**config.mk**
```make
export PLATFORM = sky130hd
export DESIGN_NAME = iq_usb_packetizer
export DESIGN_NICKNAME = d
export VERILOG_FILES = /design/src/rtl/iq_usb_packetizer_pkg.sv /design/src/rtl/iq_usb_packetizer.sv
export SDC_FILE = /design/constraint.sdc
export NUM_CORES = 1
export LEC_CHECK = 0
export BUFFER_PORTS_ARGS = -buffer_cell sky130_fd_sc_hd__buf_2
export CORE_MARGIN = 3
export CORE_UTILIZATION = 30
export DETAILED_ROUTE_END_ITERATION = 16
export PLACE_DENSITY = 0.44
export SYNTH_ARGS = -nofsm -noshare
export SYNTH_HDL_FRONTEND = slang
export SYNTH_SLANG_ARGS = --single-unit
```
**constraint.sdc**
```tcl
create_clock -name clk -period 2.9 [get_ports clk]
set_input_delay 0.145 -clock clk [delete_from_list [all_inputs] [get_ports clk]]
set_output_delay 0.145 -clock clk [all_outputs]
set_load 0.02 [all_outputs]
```
**src/rtl/iq_usb_packetizer_pkg.sv**
```systemverilog
// Shared constants, state encoding and word-selection helpers for the
// IQ-to-FX2 slave-FIFO packetizer.
package iq_usb_packetizer_pkg;

    // FX2 endpoint select for EP6 (IN endpoint fed by this block)
    localparam logic [1:0] EP6_ADR = 2'b10;

    // 512-byte bulk packet = 256 16-bit words
    localparam int DEF_WORDS_PER_PKT = 256;
    // Idle clk cycles before a partial packet is pushed out with PKTEND
    localparam int DEF_FLUSH_TIMEOUT = 4096;

    typedef enum logic [2:0] {
        IDLE,
        ILO,
        IHI,
        QLO,
        QHI,
        PKTEND
    } state_e;

    // Word driven onto fd while in a given word state
    function automatic logic [15:0] word_sel(input state_e s,
                                             input logic [31:0] i_w,
                                             input logic [31:0] q_w);
        case (s)
            ILO:     return i_w[15:0];
            IHI:     return i_w[31:16];
            QLO:     return q_w[15:0];
            default: return q_w[31:16];
        endcase
    endfunction

    // Successor of a word state; the last word hands back to IDLE
    function automatic state_e word_next(input state_e s);
        case (s)
            ILO:     return IHI;
            IHI:     return QLO;
            QLO:     return QHI;
            default: return IDLE;
        endcase
    endfunction

endpackage

```
**src/rtl/iq_usb_packetizer.sv**
```systemverilog
// Pops paired I/Q samples from two show-ahead FIFOs and streams them to the
// FX2 slave FIFO (EP6) as four 16-bit words per pair. Full packets are
// committed by the FX2 AUTOIN logic; partial packets are flushed with a
// PKTEND strobe after a period of inactivity.
module iq_usb_packetizer
    import iq_usb_packetizer_pkg::*;
#(
    parameter int WORDS_PER_PKT = DEF_WORDS_PER_PKT,
    parameter int FLUSH_TIMEOUT = DEF_FLUSH_TIMEOUT
) (
    input  logic        clk,
    input  logic        reset,
    input  logic        enable,
    input  logic [31:0] i_data,
    input  logic [31:0] q_data,
    input  logic        i_empty,
    input  logic        q_empty,
    output logic        iq_rdreq,
    input  logic        fx2_full_n,
    output logic [15:0] fd,
    output logic        slwr_n,
    output logic        pktend_n,
    output logic [1:0]  fifo_adr,
    output logic [15:0] pkt_count
);

    localparam int WC_W = $clog2(WORDS_PER_PKT + 1);
    localparam int IC_W = $clog2(FLUSH_TIMEOUT + 1);
    localparam logic [WC_W-1:0] WC_LAST  = WC_W'(WORDS_PER_PKT - 1);
    localparam logic [IC_W-1:0] IC_LIMIT = IC_W'(FLUSH_TIMEOUT);

    state_e          state_q, state_d;
    logic [31:0]     hold_i_q, hold_i_d;
    logic [31:0]     hold_q_q, hold_q_d;
    logic [15:0]     fd_q, fd_d;
    logic            slwr_n_q, slwr_n_d;
    logic            pktend_n_q, pktend_n_d;
    logic [WC_W-1:0] word_cnt_q, word_cnt_d;
    logic [IC_W-1:0] idle_cnt_q, idle_cnt_d;
    logic [15:0]     pkt_count_q, pkt_count_d;
    logic            pop;

    // Pop both FIFOs together only from IDLE with data on both sides and room
    // in the FX2; gated by reset so nothing is consumed while held in reset.
    assign pop = (state_q == IDLE) && enable && !i_empty && !q_empty &&
                 fx2_full_n && !reset;

    assign iq_rdreq  = pop;
    assign fifo_adr  = EP6_ADR;
    assign fd        = fd_q;
    assign slwr_n    = slwr_n_q;
    assign pktend_n  = pktend_n_q;
    assign pkt_count = pkt_count_q;

    // Next-state, strobe and counter logic; strobes default to inactive so
    // each write/pktend lasts exactly one cycle.
    always_comb begin
        state_d     = state_q;
        hold_i_d    = hold_i_q;
        hold_q_d    = hold_q_q;
        fd_d        = fd_q;
        slwr_n_d    = 1'b1;
        pktend_n_d  = 1'b1;
        word_cnt_d  = word_cnt_q;
        idle_cnt_d  = idle_cnt_q;
        pkt_count_d = pkt_count_q;

        case (state_q)
            IDLE: begin
                // A pop beats the flush timeout when both land together
                if (pop) begin
                    hold_i_d   = i_data;
                    hold_q_d   = q_data;
                    idle_cnt_d = '0;
                    state_d    = ILO;
                end else if (word_cnt_q == '0) begin
                    idle_cnt_d = '0;
                end else if (idle_cnt_q == IC_LIMIT) begin
                    state_d = PKTEND;
                end else begin
                    idle_cnt_d = idle_cnt_q + IC_W'(1);
                end
            end
            ILO, IHI, QLO, QHI: begin
                // While the FX2 is full, fd and the state simply hold
                if (fx2_full_n) begin
                    fd_d     = word_sel(state_q, hold_i_q, hold_q_q);
                    slwr_n_d = 1'b0;
                    state_d  = word_next(state_q);
                    if (word_cnt_q == WC_LAST) begin
                        word_cnt_d  = '0;
                        pkt_count_d = pkt_count_q + 16'd1;
                    end else begin
                        word_cnt_d = word_cnt_q + WC_W'(1);
                    end
                end
            end
            PKTEND: begin
                if (fx2_full_n) begin
                    pktend_n_d  = 1'b0;
                    word_cnt_d  = '0;
                    idle_cnt_d  = '0;
                    pkt_count_d = pkt_count_q + 16'd1;
                    state_d     = IDLE;
                end
            end
            default: state_d = IDLE;
        endcase
    end

    // State and registered outputs; reset abandons any group in flight
    always_ff @(posedge clk) begin
        if (reset) begin
            state_q     <= IDLE;
            hold_i_q    <= '0;
            hold_q_q    <= '0;
            fd_q        <= '0;
            slwr_n_q    <= 1'b1;
            pktend_n_q  <= 1'b1;
            word_cnt_q  <= '0;
            idle_cnt_q  <= '0;
            pkt_count_q <= '0;
        end else begin
            state_q     <= state_d;
            hold_i_q    <= hold_i_d;
            hold_q_q    <= hold_q_d;
            fd_q        <= fd_d;
            slwr_n_q    <= slwr_n_d;
            pktend_n_q  <= pktend_n_d;
            word_cnt_q  <= word_cnt_d;
            idle_cnt_q  <= idle_cnt_d;
            pkt_count_q <= pkt_count_d;
        end
    end

endmodule

```
==> flow_summary.json, run 1 <==
{
  "die_area_sq_um": 20800,
  "critical_path_class": "reg2out",
  "clk_pin_slew_ns": 0.06,
  "clock_latency_ns": 0.42,
  "drv_slew": 0,
  "fin_area_sq_um": 7670,
  "drtAntennaViolNets": 0,
  "start_util": 0.312,
  "grt_pass1_vias": 5202,
  "grt_max_degree": 67,
  "ys_seq_area_frac": 0.430,
  "die_h_um": 144,
  "place_area_sq_um": 6370,
  "synth_edf_count": 0,
  "cp_top_family": "simple AND/OR/NAND/NOR gates",
  "cp-start-kind": "flip-flop",
  "cts-resized-gates": 0,
  "track_usage": 0.165,
  "nets": 909,
  "portBuffers": 104,
  "gp_congestion": 0.817,
  "final.setup.tns_ns": 0,
  "post-cts-setup-buffers": 0,
  "critical-path-slowest-cell": "and4_2",
  "synth_top_area_share": 0.430,
  "required_ns": 2.76,
  "wl_per_cell_um": 15.5,
  "synth_nets": 766,
  "io_pins": 107,
  "drcViolationCount": 0,
  "cpPeakStageDelay_ns": 0.47,
  "syn-cell-area_sq_um": 5730,
  "postSynth.asyncResetShare": 0,
  "drt_iter0_markers": 248,
  "clock_sinks": 123,
  "period_share": 0.777,
  "slew_headroom": 0.534,
  "hp-class": "in2reg",
  "ys_ff_latch": 123,
  "cp_num_buf_inv": 2,
  "ir_worst_vdd_uv": 342,
  "antenna_found_initial": 0,
  "area_growth_pct": 33.9,
  "vias": 5295,
  "yosys-top-cells-area": "dfxtp_1 43%, nand2_1 11%, a21oi_1 9.6%",
  "synth_cells": 691,
  "dr.pass1.iters": 4,
  "row_count": 49,
  "stdcell_count": 1076,
  "synthFlopType": "dfxtp_1",
  "arrival_ns": 2.11,
  "avgSynthCellArea_sq_um": 8.29,
  "crit_chain": "nor4_1 > and4_2 > buf_4 > buf_2",
  "diodes": 0,
  "synth_top_area_cell": "dfxtp_1",
  "n_fill_cell": 1859,
  "powerDensity_nw_per_um2": 578,
  "synthDistinctLibCells": 68,
  "multi_input_area_sq_um": 2980,
  "placed_cells": 981,
  "via_per_inst": 4.92,
  "rsz0062_at_grt": "no",
  "max_freq_mhz": 444,
  "cts_buffers": 17,
  "gr-total-overflow": 0,
  "end_kind": "output pin",
  "worstMarginPinSlew_ns": 0.699,
  "fin_skew_ns": 0.00983,
  "finalHoldViolCount": 0,
  "core-area_sq_um": 18400,
  "ys_warn_count": 0,
  "drv_cap": 0,
  "synth_commonest_cells": "162 x nand2_1, 123 x dfxtp_1, 110 x a21oi_1",
  "regArea_sq_um": 2460,
  "drt-total-wl_mm": 16.6,
  "final-setup-viol-count": 0,
  "grt_pass1_wl_mm": 27.0,
  "status": "completed",
  "final_layout_size_suffix_gt1_frac": 0.223,
  "crit_fanout": 24,
  "cts-root-buf": "clkbuf_16",
  "period_needed_ns": 2.25,
  "utilization": 0.417,
  "cts_htree_levels": 4,
  "cts_tree": "built",
  "cts_buffer_depth": 2,
  "die_w_um": 144,
  "yosysMostFrequentCell": "nand2_1",
  "dpl.hpwl_mm": 11.5,
  "power.leakage_uw": 0.00276
}
## cell families (layout without fill, tap and decap cells)
| family | after synthesis | in the layout | synth area share |
|---|---|---|---|
| mux | 18 | 18 | 0.0317 |
| other cells | 2 | 2 | 0.00131 |
| simple gates | 285 | 285 | 0.241 |
| xor+xnor | 20 | 20 | 0.0306 |
| compound gates | 175 | 175 | 0.204 |
| flops | 123 | 123 | 0.430 |
| fa+ha+maj | 5 | 5 | 0.0109 |
| buf+inv | 63 | 219 | 0.0515 |
## worst paths after layout
| check | start | endpoint | slack [ns] | cells past startpoint |
|---|---|---|---|---|
| setup reg to reg | state_q[0] | word_cnt_q[7] | 0.77 | 5 |
| hold / removal | i_data[15] | hold_i_q[15] | 0.04 | 3 |
| hold reg to reg | fd[0] | fd[0] | 0.45 | 2 |
| setup / recovery | state_q[0] | iq_rdreq | 0.65 | 4 |
## where the power goes
| part | switching (uW) | internal [uW] | total (uW) |
|---|---|---|---|
| clock | 812 | 1580 | 2390 |
| sequential | 15.2 | 1710 | 1720 |
| combinational | 172 | 151 | 324 |
## cell type report
class / instances / area share
multi-input combinational: 505 / 0.388
sequential: 123 / 0.321
timing repair buffer: 176 / 0.161
clock buffer: 19 / 0.0590
tap: 229 / 0.0373
clock inverter: 13 / 0.0280
inverter: 11 / 0.00538
## stage by stage
stage | hold WS, ns | setup WS [ns] | total power [uW]
after global routing | 0.0144 | 0.482 | 4590
after global placement | 0.393 | 0.854 | 2020
after CTS | 0.00712 | 0.585 | 4490
after detailed placement | 0.393 | 0.764 | 2020
final | 0.0387 | 0.647 | 4440
after floorplan | 0.285 | 1.02 | 1920
## flip-flops by register name, indices dropped and copies added, names as in the netlist
register	count
pkt_count	16
slwr_n	1
state_q	3
pktend_n	1
word_cnt_q	9
hold_q_q	32
hold_i_q	32
idle_cnt_q	13
fd	16
## placed cells by master (no fill, tap or decap), types with 2 or more instances in the layout
cell           instances
clkbuf_8               2
or3_1                  2
bufinv_16              5
a211oi_2               9
conb_1                 2
a31oi_1                2
clkbuf_16             17
dlygate4sd3_1         63
o31ai_1                2
ha_1                   5
nor2b_1                4
nor2_2                 7
clkinv_4               5
nand3_1               18
a32o_1                 4
nand2_1              162
dfxtp_1              122
nand2b_1               3
a21oi_1              110
mux2i_1               17
nand4_1                7
nand3b_1               4
nor3_1                 6
and4_1                 2
o221ai_1              16
or3_4                  2
nor3b_1               16
xnor2_1               15
nor2_1                30
o21ai_0                7
xor2_1                 5
a21oi_2                6
and3_1                 5
inv_1                 11
buf_2                103
and2_4                 2
buf_4                  9
## per-layer routing
metal  share of wire  vias to the layer above  track usage
li1                -                     2690            -
met1            0.45                     2479        0.207
met2            0.49                      110        0.281
met3           0.039                       16       0.0370
met4           0.013                        0       0.0550
met5               0                        -            0
## worst min-delay path, stage by stage
cell and delay [ns]:
buf_2 0.10, nand2_1 0.09, a21oi_1 0.07
## what timing repair did
action / 4_1_cts / 5_1_grt
endpoints found under the hold margin: 63 / 0
setup endpoints to repair: 0 / 0
hold buffers: 63 / 0
(Power assumes the default switching activity.)
==> run 2: changes to the inputs <==
Settings changed: ABC_AREA set to 1.
Clock period 2.9 ns to 2.29 ns, I/O delays scaled along.
==> flow_summary.json, run 2 <==
{
  "fin_skew_ns": 0.0100,
  "io_pins": 107,
  "top_regs": "hold_i_q x32, hold_q_q x32",
  "clk_pin_slew_ns": 0.05,
  "dr.pass1.iters": 4,
  "drcViolationCount": 0,
  "synthDistinctLibCells": 33,
  "synth_top_area_cell": "dfxtp_1",
  "cts_tree": "built",
  "final_cell_mix": "217 x nand2_1, 195 x nor2_1, 123 x dfxtp_1, 104 x buf_2, 80 x o21ai_0",
  "critical-path-slowest-cell": "clkinv_1",
  "final_layout_size_suffix_gt1_frac": 0.158,
  "max_freq_mhz": 521,
  "wl_per_cell_um": 13.2,
  "synth_nets": 959,
  "critical_path_class": "reg2reg",
  "drt_iter0_markers": 367,
  "ir_worst_vdd_uv": 481,
  "power.leakage_uw": 0.00368,
  "crit_fanout": 17,
  "ys_warn_count": 0,
  "final.setup.tns_ns": 0,
  "die_h_um": 145,
  "end_kind": "flip-flop",
  "via_per_inst": 4.44,
  "grt_pass1_wl_mm": 28.2,
  "status": "completed",
  "setup_slack_ns": 0.371,
  "yosysMostFrequentCell": "nand2_1",
  "cts_buffer_depth": 2,
  "core-area_sq_um": 18800,
  "syn-cell-area_sq_um": 5800,
  "arrival_ns": 2.25,
  "drv_slew": 0,
  "hp-class": "in2reg",
  "cp_num_buf_inv": 1,
  "start_util": 0.308,
  "portBuffers": 104,
  "drtAntennaViolNets": 0,
  "dpl.hpwl_mm": 11.5,
  "final_common_cell": "nand2_1",
  "die_w_um": 145,
  "synth_cells": 884,
  "slew_headroom": 0.523,
  "nets": 1121,
  "placed_cells": 1223,
  "vias": 5858,
  "synth_edf_count": 0,
  "yosys-top-cells-area": "dfxtp_1 42%, nand2_1 14%, nor2_1 13%",
  "cts_buffers": 17,
  "gp_congestion": 0.835,
  "postSynth.asyncResetShare": 0,
  "place_area_sq_um": 6580,
  "worstMarginPinSlew_ns": 0.716,
  "stdcell_count": 1319,
  "fin_area_sq_um": 7830,
  "cpPeakStageDelay_ns": 0.49,
  "drv_cap": 0,
  "die_area_sq_um": 21000,
  "period_needed_ns": 1.92,
  "drt-total-wl_mm": 17.4,
  "cts_htree_levels": 4,
  "power_frac_clock": 0.534,
  "powerDensity_nw_per_um2": 666,
  "cp_top_family": "buffers and inverters",
  "period_share": 0.838,
  "ys_ff_latch": 123,
  "p_int_uw": 4040,
  "finalHoldViolCount": 0,
  "grt_max_degree": 74,
  "row_count": 50,
  "synth_commonest_cells": "218 x nand2_1, 195 x nor2_1, 123 x dfxtp_1",
  "gr-total-overflow": 0,
  "p_sw_uw": 1180,
  "grt_pass1_vias": 5558,
  "n_fill_cell": 1966,
  "ys_seq_area_frac": 0.425,
  "clock_sinks": 123,
  "post-place-ws_ns": 0.385,
  "combPwrFrac": 0.048,
  "clock_latency_ns": 0.42,
  "required_ns": 2.63,
  "final-setup-viol-count": 0,
  "diodes": 0,
  "antenna_found_initial": 0,
  "track_usage": 0.164,
  "synth_top_area_share": 0.425,
  "synthFlopType": "dfxtp_1",
  "area_growth_pct": 35.0,
  "avgSynthCellArea_sq_um": 6.56,
  "rsz0062_at_grt": "no",
  "p_sw_frac": 0.226,
  "crit_chain": "nor2_1 > nor2_1 > clkinv_1 > a21oi_1 > nand4_1 > a21oi_1",
  "p_seq_frac": 0.418,
  "cp-start-kind": "flip-flop",
  "cts-root-buf": "clkbuf_16"
}
-- run 2: changes by cell type in the layout (fill, tap and decap cells not counted), moves of 14 or more --
cell      before  now
xnor2_1       15    1
nor2_1        30  195
o21ai_0        7   80
nand3_1       18   46
o221ai_1      16    0
a21oi_1      110   44
nand2_1      162  217
nor3b_1       16    1
inv_1         11   66
mux2i_1       17    0
-- run 2: timing repair --
item | 4_1_cts | 5_1_grt
hold endpoints to repair | 64 | 0
hold buffers | 64 | 0
gates resized for setup | 0 | 0
setup buffers | 0 | 0
endpoints found under the setup margin | 0 | 0
-- run 2: path summary, 6_finish.rpt --
kind	to	cells after the start	slack, ns	from
min reg2reg	word_cnt_q[8]	2	0.47	word_cnt_q[8]
max reg2reg	state_q[1]	6	0.37	state_q[1]
max	state_q[1]	6	0.37	state_q[1]
min	pktend_n	2	0.04	fx2_full_n
-- run 2: layout make-up --
cell class / count / area [sq um] / area share
clock buffers: 21 / 480 / 0.0614
inverters: 73 / 274 / 0.0350
repair buffers: 184 / 1280 / 0.164
multi-input cells: 647 / 2870 / 0.367
well taps: 260 / 325 / 0.0416
clock inverters: 11 / 133 / 0.0169
flip-flops and latches: 123 / 2460 / 0.315
-- run 2: stage by stage --
stage	hold slack, ns	power, uW	utilization
global placement	0.339	2390	0.349
CTS	0.0223	5280	0.416
finish	0.0431	5220	0.416
global route	0.0310	5400	0.416
floorplan	0.208	2300	-
detailed placement	0.340	2390	0.349
-- run 2: cells by family (layout without fill, tap and decap cells) --
logic type / after synthesis / count (layout) / synth area share
simple gates: 503 / 503 / 0.355
compound gates: 127 / 127 / 0.113
flops: 123 / 123 / 0.425
buf+inv: 114 / 289 / 0.0805
xor+xnor: 10 / 10 / 0.0151
fa+ha+maj: 5 / 5 / 0.0108
other cells: 2 / 2 / 0.00129
-- run 2: layer usage --
layer  up-vias  GRT usage  wire (um)
li1       3122          -          -
met1      2602      0.217       8290
met2       116      0.267       8220
met3        18     0.0381        605
met4         0     0.0499        278
met5         -          0          0
-- run 2: power groups by stage --
stage	registers, uW	logic [uW]	clock network [uW]
6_report	2180	251	2790
5_1_grt	2180	278	2940
4_1_cts	2180	251	2850
3_5_place_dp	2220	168	0
3_3_place_gp	2220	169	0
2_1_floorplan	2220	76.2	0
==> run 3: changes to the inputs <==
Settings changed: PLACE_DENSITY 0.44 to 0.46.
Clock period 2.29 ns to 1.65 ns, I/O delays scaled along.
==> flow_summary.json, run 3 (synthesized netlist as in run 2, its figures left out) <==
{
  "core-area_sq_um": 18800,
  "grt_pass1_vias": 6058,
  "io_pins": 107,
  "die_h_um": 145,
  "top_regs": "hold_i_q x32, hold_q_q x32",
  "critical_path_class": "reg2reg",
  "final_cell_mix": "211 x nand2_1, 186 x nor2_1, 118 x dfxtp_1, 103 x buf_2, 70 x o21ai_0",
  "cts_htree_levels": 4,
  "status": "completed",
  "clk_pin_slew_ns": 0.06,
  "start_util": 0.308,
  "gp_congestion": 0.773,
  "hp-class": "in2reg",
  "end_kind": "flip-flop",
  "rsz0062_at_grt": "yes",
  "dr.pass1.iters": 4,
  "post-place-ws_ns": -0.0358,
  "antenna_found_initial": 0,
  "nets": 1163,
  "dpl.hpwl_mm": 12.3,
  "clock_sinks": 123,
  "worstMarginPinSlew_ns": 0.657,
  "period_needed_ns": 1.63,
  "clock_latency_ns": 0.42,
  "final_common_cell": "nand2_1",
  "powerDensity_nw_per_um2": 873,
  "cts_buffer_depth": 2,
  "min_path_cells": 3,
  "drv_slew": 0,
  "cts_tree": "built",
  "period_share": 0.986,
  "finalHoldViolCount": 0,
  "diodes": 0,
  "final_layout_size_suffix_gt1_frac": 0.221,
  "rrSetupSlack_ns": 0.02,
  "cts-root-buf": "clkbuf_16",
  "drcViolationCount": 0,
  "n_fill_cell": 1942,
  "worstHoldStart": "fx2_full_n",
  "die_w_um": 145,
  "drt-total-wl_mm": 19.1,
  "regArea_sq_um": 2480,
  "max_freq_mhz": 615,
  "area_growth_pct": 47.2,
  "grt_pass1_wl_mm": 31.1,
  "wl_per_cell_um": 14.0,
  "setup_slack_ns": 0.0238,
  "portBuffers": 104,
  "r2r_cells": 9,
  "required_ns": 2.00,
  "drt_iter0_markers": 349,
  "cts_buffers": 17,
  "arrival_ns": 1.98,
  "row_count": 50,
  "gr-total-overflow": 0,
  "track_usage": 0.183,
  "cp-start-kind": "flip-flop",
  "hold_end": "pktend_n",
  "drtAntennaViolNets": 0,
  "fin_skew_ns": 0.00835,
  "die_area_sq_um": 21000,
  "via_per_inst": 4.48,
  "whs_ns": 0.135,
  "ir_worst_vdd_uv": 821,
  "slew_headroom": 0.561,
  "r2r-end": "pkt_count[7]",
  "grt_max_degree": 104,
  "crit_fanout": 6,
  "drv_cap": 0,
  "r2r_start": "word_cnt_q[1]",
  "multi_input_area_sq_um": 3000,
  "power.leakage_uw": 0.00399,
  "vias": 6095,
  "final-setup-viol-count": 0
}
[run 3: layout make-up]
cell class,count,share of cell area
multi-input combinational,647,0.352
clock buffer,20,0.0535
clock inverter,12,0.0217
sequential,123,0.290
timing repair buffer,226,0.213
inverter,73,0.0324
tap,260,0.0381
[run 3: worst max path at each step]
| stage | endpoint | slack, ns | start |
|---|---|---|---|
| floorplan | pkt_count[11] | 0.12 | pkt_count[2] |
| global placement | fd[6] | 0.001 | state_q[2] |
| detailed placement | fd[15] | -0.04 | state_q[2] |
| CTS | fd[15] | -0.06 | state_q[2] |
| global route | idle_cnt_q[6] | -0.09 | word_cnt_q[0] |
| finish | pkt_count[7] | 0.02 | word_cnt_q[1] |
[run 3: metal layers]
metal	track usage	share of wire
met1	0.225	0.45
met2	0.323	0.49
met3	0.0337	0.034
met4	0.0584	0.020
met5	0	0
[run 3: power breakdown]
group | switching [uW] | total (uW) | internal (uW)
clock network | 1430 | 4060 | 2630
registers | 19.4 | 3020 | 3000
logic | 165 | 371 | 207
[run 3: critical path, stage by stage (launching register included)]
cell and delay [ns]:
dfxtp_4 0.37, ha_4 0.15, nand3_2 0.09, nor2_2 0.14
nand4_1 0.19, a21oi_4 0.20, buf_12 0.13, buf_8 0.11
o21ai_1 0.06, a21oi_1 0.13
[run 3: stage by stage]
step           setup TNS, ns  cells  utilization  instance area, sq um  total power (uW)
3_3_place_gp               0   1253        0.367                  6910              3330
6_report                   0   1361        0.453                  8540              7450
3_5_place_dp          -0.103   1253        0.367                  6910              3330
2_1_floorplan              0    884            -                  5800              3190
4_1_cts               -0.151   1353        0.441                  8300              7580
5_1_grt                -1.56   1361        0.453                  8540              7740
[run 3: what timing repair did]
| item | in CTS | in global routing |
|---|---|---|
| setup buffers | 2 | 7 |
| pin swaps | 2 | 15 |
| cloned | 2 | 1 |
| resized for setup | 13 | 64 |
| hold buffers | 64 | 0 |
| endpoints found under the hold margin | 64 | 0 |
| endpoints found under the setup margin | 11 | 120 |
